==> src/rtl/rr_mux_arbiter_pkg.sv <==
// Shared types and helpers for the round-robin mux arbiter.
package rr_mux_arbiter_pkg;

  localparam int NREQ  = 4;
  localparam int SEL_W = 2;

  typedef enum logic {
    IDLE = 1'b0,
    BUSY = 1'b1
  } state_t;

  // One-hot decode of a requester index.
  function automatic logic [NREQ-1:0] onehot4(input logic [SEL_W-1:0] sel);
    logic [NREQ-1:0] oh;
    oh      = '0;
    oh[sel] = 1'b1;
    return oh;
  endfunction

endpackage

==> src/rtl/rr_mux_arbiter_pick.sv <==
// Combinational round-robin picker: first set req bit scanning ptr, ptr+1, ...
module rr_pick
  import rr_mux_arbiter_pkg::*;
(
  input  logic [NREQ-1:0]  req,
  input  logic [SEL_W-1:0] ptr,
  output logic [SEL_W-1:0] pick,
  output logic             any
);

  logic [SEL_W-1:0] idx;

  // Scan from lowest priority to highest so the last hit (closest to ptr) wins.
  always_comb begin
    pick = ptr;
    idx  = '0;
    any  = |req;
    for (int i = NREQ-1; i >= 0; i--) begin
      idx = ptr + SEL_W'(i);
      if (req[idx]) pick = idx;
    end
  end

endmodule

==> src/rtl/rr_mux_arbiter.sv <==
// Round-robin arbiter sharing a 4:1 word mux onto one valid/ready channel.
// A grant lasts up to BURST accepted beats or until the owner drops req,
// then one IDLE cycle re-arbitrates starting after the last owner.
module rr_mux_arbiter
  import rr_mux_arbiter_pkg::*;
#(
  parameter int WIDTH = 8,
  parameter int BURST = 4
) (
  input  logic                  clk,
  input  logic                  rst_n,
  input  logic [NREQ-1:0]       req,
  input  logic [NREQ*WIDTH-1:0] data,
  output logic [NREQ-1:0]       ack,
  output logic [NREQ-1:0]       grant,
  output logic [SEL_W-1:0]      select,
  output logic                  out_valid,
  output logic [WIDTH-1:0]      out_data,
  input  logic                  out_ready
);

  localparam int CW = $clog2(BURST + 1);

  state_t                        state, state_n;
  logic [SEL_W-1:0]              ptr, ptr_n, select_n;
  logic [NREQ-1:0]               grant_n;
  logic [CW-1:0]                 cnt, cnt_n, cnt_inc;
  logic [SEL_W-1:0]              pick;
  logic                          any;
  logic                          xfer;
  logic                          done;
  logic [NREQ-1:0][WIDTH-1:0]    words;

  rr_pick u_pick (
    .req  (req),
    .ptr  (ptr),
    .pick (pick),
    .any  (any)
  );

  // Datapath is purely combinational off the registered select.
  assign words     = data;
  assign out_data  = words[select];
  assign out_valid = (state == BUSY) & req[select];
  assign xfer      = out_valid & out_ready;
  assign ack       = grant & {NREQ{xfer}};
  assign cnt_inc   = cnt + CW'(1);

  // Next-state: arbitrate in IDLE, count beats and detect grant end in BUSY.
  always_comb begin
    state_n  = state;
    ptr_n    = ptr;
    select_n = select;
    grant_n  = grant;
    cnt_n    = cnt;
    done     = 1'b0;
    case (state)
      IDLE: begin
        if (any) begin
          state_n  = BUSY;
          select_n = pick;
          grant_n  = onehot4(pick);
          cnt_n    = '0;
        end
      end
      BUSY: begin
        if (!req[select]) begin
          done = 1'b1;
        end else if (out_ready) begin
          cnt_n = cnt_inc;
          if (cnt_inc == CW'(BURST)) done = 1'b1;
        end
      end
      default: state_n = IDLE;
    endcase
    // Grant end: rotate priority past the last owner; select is left as-is.
    if (done) begin
      state_n = IDLE;
      grant_n = '0;
      ptr_n   = select + SEL_W'(1);
    end
  end

  // State registers, cleared asynchronously.
  always_ff @(posedge clk or negedge rst_n) begin
    if (!rst_n) begin
      state  <= IDLE;
      ptr    <= '0;
      select <= '0;
      grant  <= '0;
      cnt    <= '0;
    end else begin
      state  <= state_n;
      ptr    <= ptr_n;
      select <= select_n;
      grant  <= grant_n;
      cnt    <= cnt_n;
    end
  end

endmodule

==> config.mk <==
export PLATFORM = sky130hd
export DESIGN_NAME = rr_mux_arbiter
export DESIGN_NICKNAME = d
export VERILOG_FILES = /design/src/rtl/rr_mux_arbiter_pkg.sv /design/src/rtl/rr_mux_arbiter_pick.sv /design/src/rtl/rr_mux_arbiter.sv
export SDC_FILE = /design/constraint.sdc
export NUM_CORES = 1
export LEC_CHECK = 0
export ABC_AREA = 1
export CAP_MARGIN = 30
export CORE_ASPECT_RATIO = 1.25
export CORE_MARGIN = 2
export CORE_UTILIZATION = 39
export DETAILED_ROUTE_END_ITERATION = 8
export PLACE_DENSITY = 0.89
export RECOVER_POWER = 50
export SLEW_MARGIN = 30
export SYNTH_ARGS = -nofsm -noshare
export SYNTH_HDL_FRONTEND = slang
export SYNTH_HIERARCHICAL = 1
export SYNTH_SLANG_ARGS = --single-unit
==> constraint.sdc <==
create_clock -name clk -period 1.5 [get_ports clk]
set_input_delay 0.225 -clock clk [delete_from_list [all_inputs] [get_ports clk]]
set_output_delay 0.225 -clock clk [all_outputs]
set_load 0.01 [all_outputs]
==> results of run 1 <==
## state kept, by name, indices dropped and copies added, names as in the netlist
register and flops:
ptr 2, grant 4, state 1, cnt 3, select 2
## what timing repair did
action / in CTS / in global routing
setup buffers: 5 / 6
setup endpoints to repair: 21 / 20
gates resized for setup: 81 / 63
pin swaps: 5 / 24
## final timing paths
path / startpoint / endpoint / slack [ps] / cells after the start
setup / recovery: req[1] / ack[2] / -210 / 9
hold / removal: rst_n / state / 370 / 1
setup reg to reg: ptr[0] / grant[2] / -80 / 13
hold reg to reg: cnt[2] / cnt[2] / 520 / 2
max in group asynchronous: rst_n / ptr[1] / 720 / 1
min in group clk: cnt[2] / cnt[2] / 520 / 2
## cell usage after synthesis
cell type | n | area [um^2]
dfrtp_1 | 12 | 300.3
buf_2 | 2 | 10.01
o22ai_1 | 8 | 50.05
buf_4 | 1 | 7.510
inv_6 | 1 | 8.760
buf_6 | 1 | 11.26
o21ai_1 | 2 | 10.01
nand3_4 | 1 | 17.52
a21oi_1 | 1 | 5.000
nor2_1 | 21 | 78.83
clkbuf_1 | 2 | 7.510
nand3_1 | 19 | 95.09
nand4_1 | 1 | 6.260
ha_1 | 2 | 25.02
inv_2 | 4 | 15.01
inv_1 | 21 | 78.83
nand2_1 | 50 | 187.7
nand2_2 | 5 | 31.28
nand2_4 | 1 | 11.26
o21ai_0 | 20 | 100.1
xnor2_1 | 1 | 8.760
clkinv_1 | 1 | 3.750
## metrics by stage
stage               instance area, um^2  instances  power, mW  worst slack (ps)
finish                             2090        300      4.204            -206.0
global route                       2090        300      4.497            -255.7
CTS                                1881        294      3.387            -151.6
detailed placement                 1827        286      3.101            -501.0
global placement                   1827        286      3.044            -477.3
floorplan                          1070        177      1.985             150.6
## final cells by class
| class | count | area [um^2] |
|---|---|---|
| sequential | 12 | 305.3 |
| timing repair buffer | 92 | 800.8 |
| inverter | 27 | 116.4 |
| fill | 172 | 564.3 |
| clock buffer | 3 | 22.52 |
| tap | 34 | 42.54 |
| multi-input combinational | 132 | 802.0 |
## layer usage
layer,GRT usage [%],vias up
li1,-,747
met1,25.26,728
met2,43.59,57
met3,3.349,29
met4,13.51,0
met5,0,-
## power breakdown
group | leakage (nW) | switching [mW] | total [mW] | internal [mW]
combinational | 0.880 | 1.86 | 3.35 | 1.48
sequential | 0.149 | 0.189 | 0.650 | 0.461
clock | 0.0138 | 0.113 | 0.206 | 0.0930
total | 1.04 | 2.17 | 4.20 | 2.04
## logic make-up after synthesis
family / share of synthesized area [%]
and+or+nand+nor: 40.00
DFF: 28.07
AOI/OAI and AO/OA: 15.44
xor gates and xnor gates: 0.8189
buffers and inverters: 13.33
adders and majority gates: 2.339
==> metrics, run 1 <==
RSZ-0062 raised after global routing=yes; Syn Std Cell Area=1070 um^2; RD Place Congestion=0.8471; die height=62.56 um; Die W=50.85 um; uppermost layer routed=met4; status=finished, violations left; # diodes=0; Initial Util=40.31%; Final Hold Fails=0; final setup margin=-206.0 ps; CTS clock-pin slew for the worst setup and hold paths=80 ps; Fmax achieved=586.2 MHz; total number of vias=1,561; global route total overflow=0; MaxCap Viol Count=0; latest clock arrival within the worst-skew pair=280 ps; drt pass-1 iters=4; # rows=21; share of layout cells above drive strength 1=44.74%; DRC=0; synthesized net count=218; Tot GR Track Use=23.86%; Arrival @ worst endpoint=1480 ps; WP buf/inv=4; minimum hold slack=372.4 ps; final WL=4601 um; Slowest-stage cell, CP=clkdlybuf4s50_1; Final Skew=10.32 ps; Hold Buf Count CTS=0; Setup violations, final=19; Starting DRT DRC Count=58; CTS Root Cell=clkbuf_4; setup TNS=-2093 ps; initial antenna violation count=0; Power Density=2012 nW/um^2; synth unique cells=22; Tightest Hold Check Type=in2async; LEAKAGE=1.043 nW; crit path capture type=output pin; TritonCTS Sinks=12; Mean Syn Cell Area=6.044 um^2; # IOs=58; M1 wire length=1730 um; met3 routed WL=134 um; Max FO, Critical Path=5; WP data required=1270 ps; Yosys reg bits=12; crit-path cells=clkdlybuf4s50_1 -> inv_1 -> nand2_1 -> nand3_2 -> nand2_2 -> buf_6 -> nand3_4 -> nor2_1 -> buf_2; kind of critical path=in2out; H-tree depth=1; wire length on met2=2490 um; synth warn=6; Syn Inst Count=177; dpl hpwl=2666 um; first-pass GRT wire length=6003 um; maximum vdd drop=1.110 mV; vias in the first global route=1,482; most frequent cells in the layout=clkdlybuf4s50_1 (40), nand2_1 (30), buf_4 (28); clk buf depth=2; max_slew headroom=61.89%; fin util=78.74%; Layout area overhead=95.32%; DR WL/cell=15.34 um; min Tclk post-route=1706 ps; number of port buffers=57; Slew Limit Fails=0; Tcrit/Tclk final=113.7%; core footprint=2654 um^2; largest net degree at the start of global routing=14; failing checks=negative setup slack; Num CTS Buffers=3; Antenna Nets Post-Route=0; TritonCTS clock tree=built; die area=3181 um^2; Slew @ Worst Pin=569.8 ps; register area share after synthesis=28.07%; worst stage delay on the critical path=490 ps; fin nets=309; commonest non-fill, non-tap cell in the layout=clkdlybuf4s50_1; Startpoint Class=input pin; crit-path leading delay family=buffers and inverters; DR vias/cell=5.203
(Power assumes the default switching activity.)
==> run 2: changes to the inputs <==
--- a/config.mk
+++ b/config.mk
@@ -10,10 +10,11 @@
 export CORE_ASPECT_RATIO = 1.25
 export CORE_MARGIN = 2
 export CORE_UTILIZATION = 39
+export CTS_BUF_LIST = sky130_fd_sc_hd__clkbuf_16
 export DETAILED_ROUTE_END_ITERATION = 8
 export PLACE_DENSITY = 0.89
 export RECOVER_POWER = 50
-export SLEW_MARGIN = 30
+export SLEW_MARGIN = 25
 export SYNTH_ARGS = -nofsm -noshare
 export SYNTH_HDL_FRONTEND = slang
 export SYNTH_HIERARCHICAL = 1
==> metrics, run 2 (synthesis results as in run 1) <==
Layout area overhead=98.48%; Slew @ Worst Pin=603.1 ps (+33.27 ps); final WL=4733 um (+2.9%); Largest Register=grant; first-pass GRT wire length=6851 um (+14%); switching power total=2.194 mW (+1.3%); # IOs=58 (unchanged); crit-path leading delay family=simple AND/OR/NAND/NOR gates; switch share=48.80% (-2.7 points); max reg flops=4 (unchanged); CTS clock-pin slew for the worst setup and hold paths=50 ps (-30 ps); initial antenna violation count=0 (unchanged); dpl hpwl=2666 um (unchanged); vias in the first global route=1,566 (+5.7%); minimum hold slack=431.9 ps (+59.56 ps); slack of the worst reg-to-reg path=-90 ps (about the same); Setup WS pre-CTS=-501.0 ps (unchanged); Finished Cell Area=2123 um^2 (+1.6%); Hold Buf Count CTS=0 (unchanged); Post-DP Area=1827 um^2 (unchanged); MaxCap Viol Count=0 (unchanged); kind of critical path=reg2out; maximum vdd drop=1.507 mV (+36%); Placed Cells=286 (unchanged); share of layout cells above drive strength 1=39.25% (-5.5 points); most frequent CP cell=buf_6; global routing's busiest layer=met2; DR WL/cell=15.83 um (+3.2%); crit-path cells=buf_6 -> inv_8 -> nand2_4 -> nand3_2 -> nand2_2 -> buf_6 -> nand3_4 -> nor2_1 -> buf_2; setup TNS=-2330 ps (-237.1 ps); total number of vias=1,600 (+2.5%); clock power share=11.0% (+6.1 points); commonest non-fill, non-tap cell in the layout=clkdlybuf4s50_1; worst stage delay on the critical path=380 ps (-110 ps); min Tclk post-route=1756 ps (+49.94 ps); Slew Limit Fails=0 (unchanged); Num CTS Buffers=3 (unchanged); Slowest-stage cell, CP=dfrtp_2; crit path launch=select[0]; Sequential Power Share=14.1% (-1.4 points); most frequent cells in the layout=clkdlybuf4s50_1 (37), nand2_1 (35), buf_4 (26); Arrival @ worst endpoint=1530 ps (+50 ps); global route total overflow=0 (unchanged); CTS Root Cell=clkbuf_16; fin util=80.01% (+1.3 points); RR Startpoint=ptr[0]; RSZ-0062 raised after global routing=yes; Antenna Nets Post-Route=0 (unchanged); crit path capture type=output pin; RD Place Congestion=0.8471 (unchanged); fin nets=308 (-0.32%); M3 GR Usage=3.828% (+0.48 points); clk buf depth=2 (unchanged); final setup margin=-255.9 ps (-49.93 ps); TritonCTS clock tree=built; total power draw=4.496 mW (+7.0%); critical path depth=9 (unchanged); worst reg2reg endpoint=grant[2]; TritonCTS Sinks=12 (unchanged); DRC=0 (unchanged); Tightest Hold Check Type=in2async; Starting DRT DRC Count=57 (-1.7%); Internal Power=2.302 mW (+13%); routing usage on met2=52.80% (+9.2 points); Max FO, Critical Path=6 (+1); Setup violations, final=21 (+2); core footprint=2654 um^2 (unchanged); GRT met1 Usage=28.90% (+3.6 points); Die W=50.85 um (unchanged); DR vias/cell=5.351 (+2.8%); Non-Filler Instances=299 (-0.33%); Startpoint Class=flip-flop; H-tree depth=1 (unchanged); Comb pwr share=75.0% (-4.6 points); max_slew headroom=59.66% (-2.2 points); die height=62.56 um (unchanged); WP data required=1270 ps (about the same); latest clock arrival within the worst-skew pair=240 ps (-40 ps); WP buf/inv=4 (unchanged); R2R depth=13 (unchanged); Tot GR Track Use=28.47% (+4.6 points); largest net degree at the start of global routing=13 (-1); # rows=21 (unchanged); CP Capture Point=ack[2]; Tcrit/Tclk final=117.1% (+3.3 points); Power Density=2117 nW/um^2 (+5.3%); LEAKAGE=1.068 nW (+2.4%); drt pass-1 iters=4 (unchanged); Fmax achieved=569.5 MHz (-2.8%); Final Hold Fails=0 (unchanged); Final Skew=6.924 ps (-3.396 ps); status=finished, violations left; # diodes=0 (unchanged); top flop regs=grant x4, cnt x3; die area=3181 um^2 (unchanged); number of port buffers=57 (unchanged); failing checks=negative setup slack; Initial Util=40.31% (unchanged)
==> run 2: worst min-delay path by stage <==
stage             end  slack, ps  cells after the start
6_report        state        430                      1
4_1_cts         state        370                      1
5_1_grt        ptr[0]        460                      1
3_5_place_dp   cnt[2]        500                      2
2_1_floorplan  cnt[0]        -70                      0
3_3_place_gp   cnt[2]        490                      2
==> run 2: layer usage <==
layer / vias to the layer above / wire (um)
li1: 747 / -
met1: 758 / 1668
met2: 72 / 2644
met3: 23 / 184
met4: 0 / 235
met5: - / 0
==> run 2: layout make-up <==
class                      count  area (um^2)
clock buffer                   3        75.07
fill                         166        530.5
inverter                      27        118.9
multi-input combinational    132        780.7
sequential                    12        305.3
tap                           34        42.54
timing repair buffer          91        800.8
==> run 2: power by group through the flow <==
stage	combinational [mW]	clock, mW	sequential [mW]
4_1_cts	2.73	0.480	0.599
3_3_place_gp	2.43	0	0.610
2_1_floorplan	1.39	0	0.591
5_1_grt	3.63	0.507	0.646
3_5_place_dp	2.48	0	0.616
6_report	3.37	0.494	0.632
==> run 2: worst register-to-register path: cells and delay by family (launching register included) <==
family	cells	cell delay (ps)
buf+inv	2	210
simple gates	11	790
flops	1	480
==> run 2: repair_timing <==
item,in CTS,in global routing
setup buffers,9,1
pin swaps,8,29
setup endpoints to repair,20,25
gates resized for setup,90,46
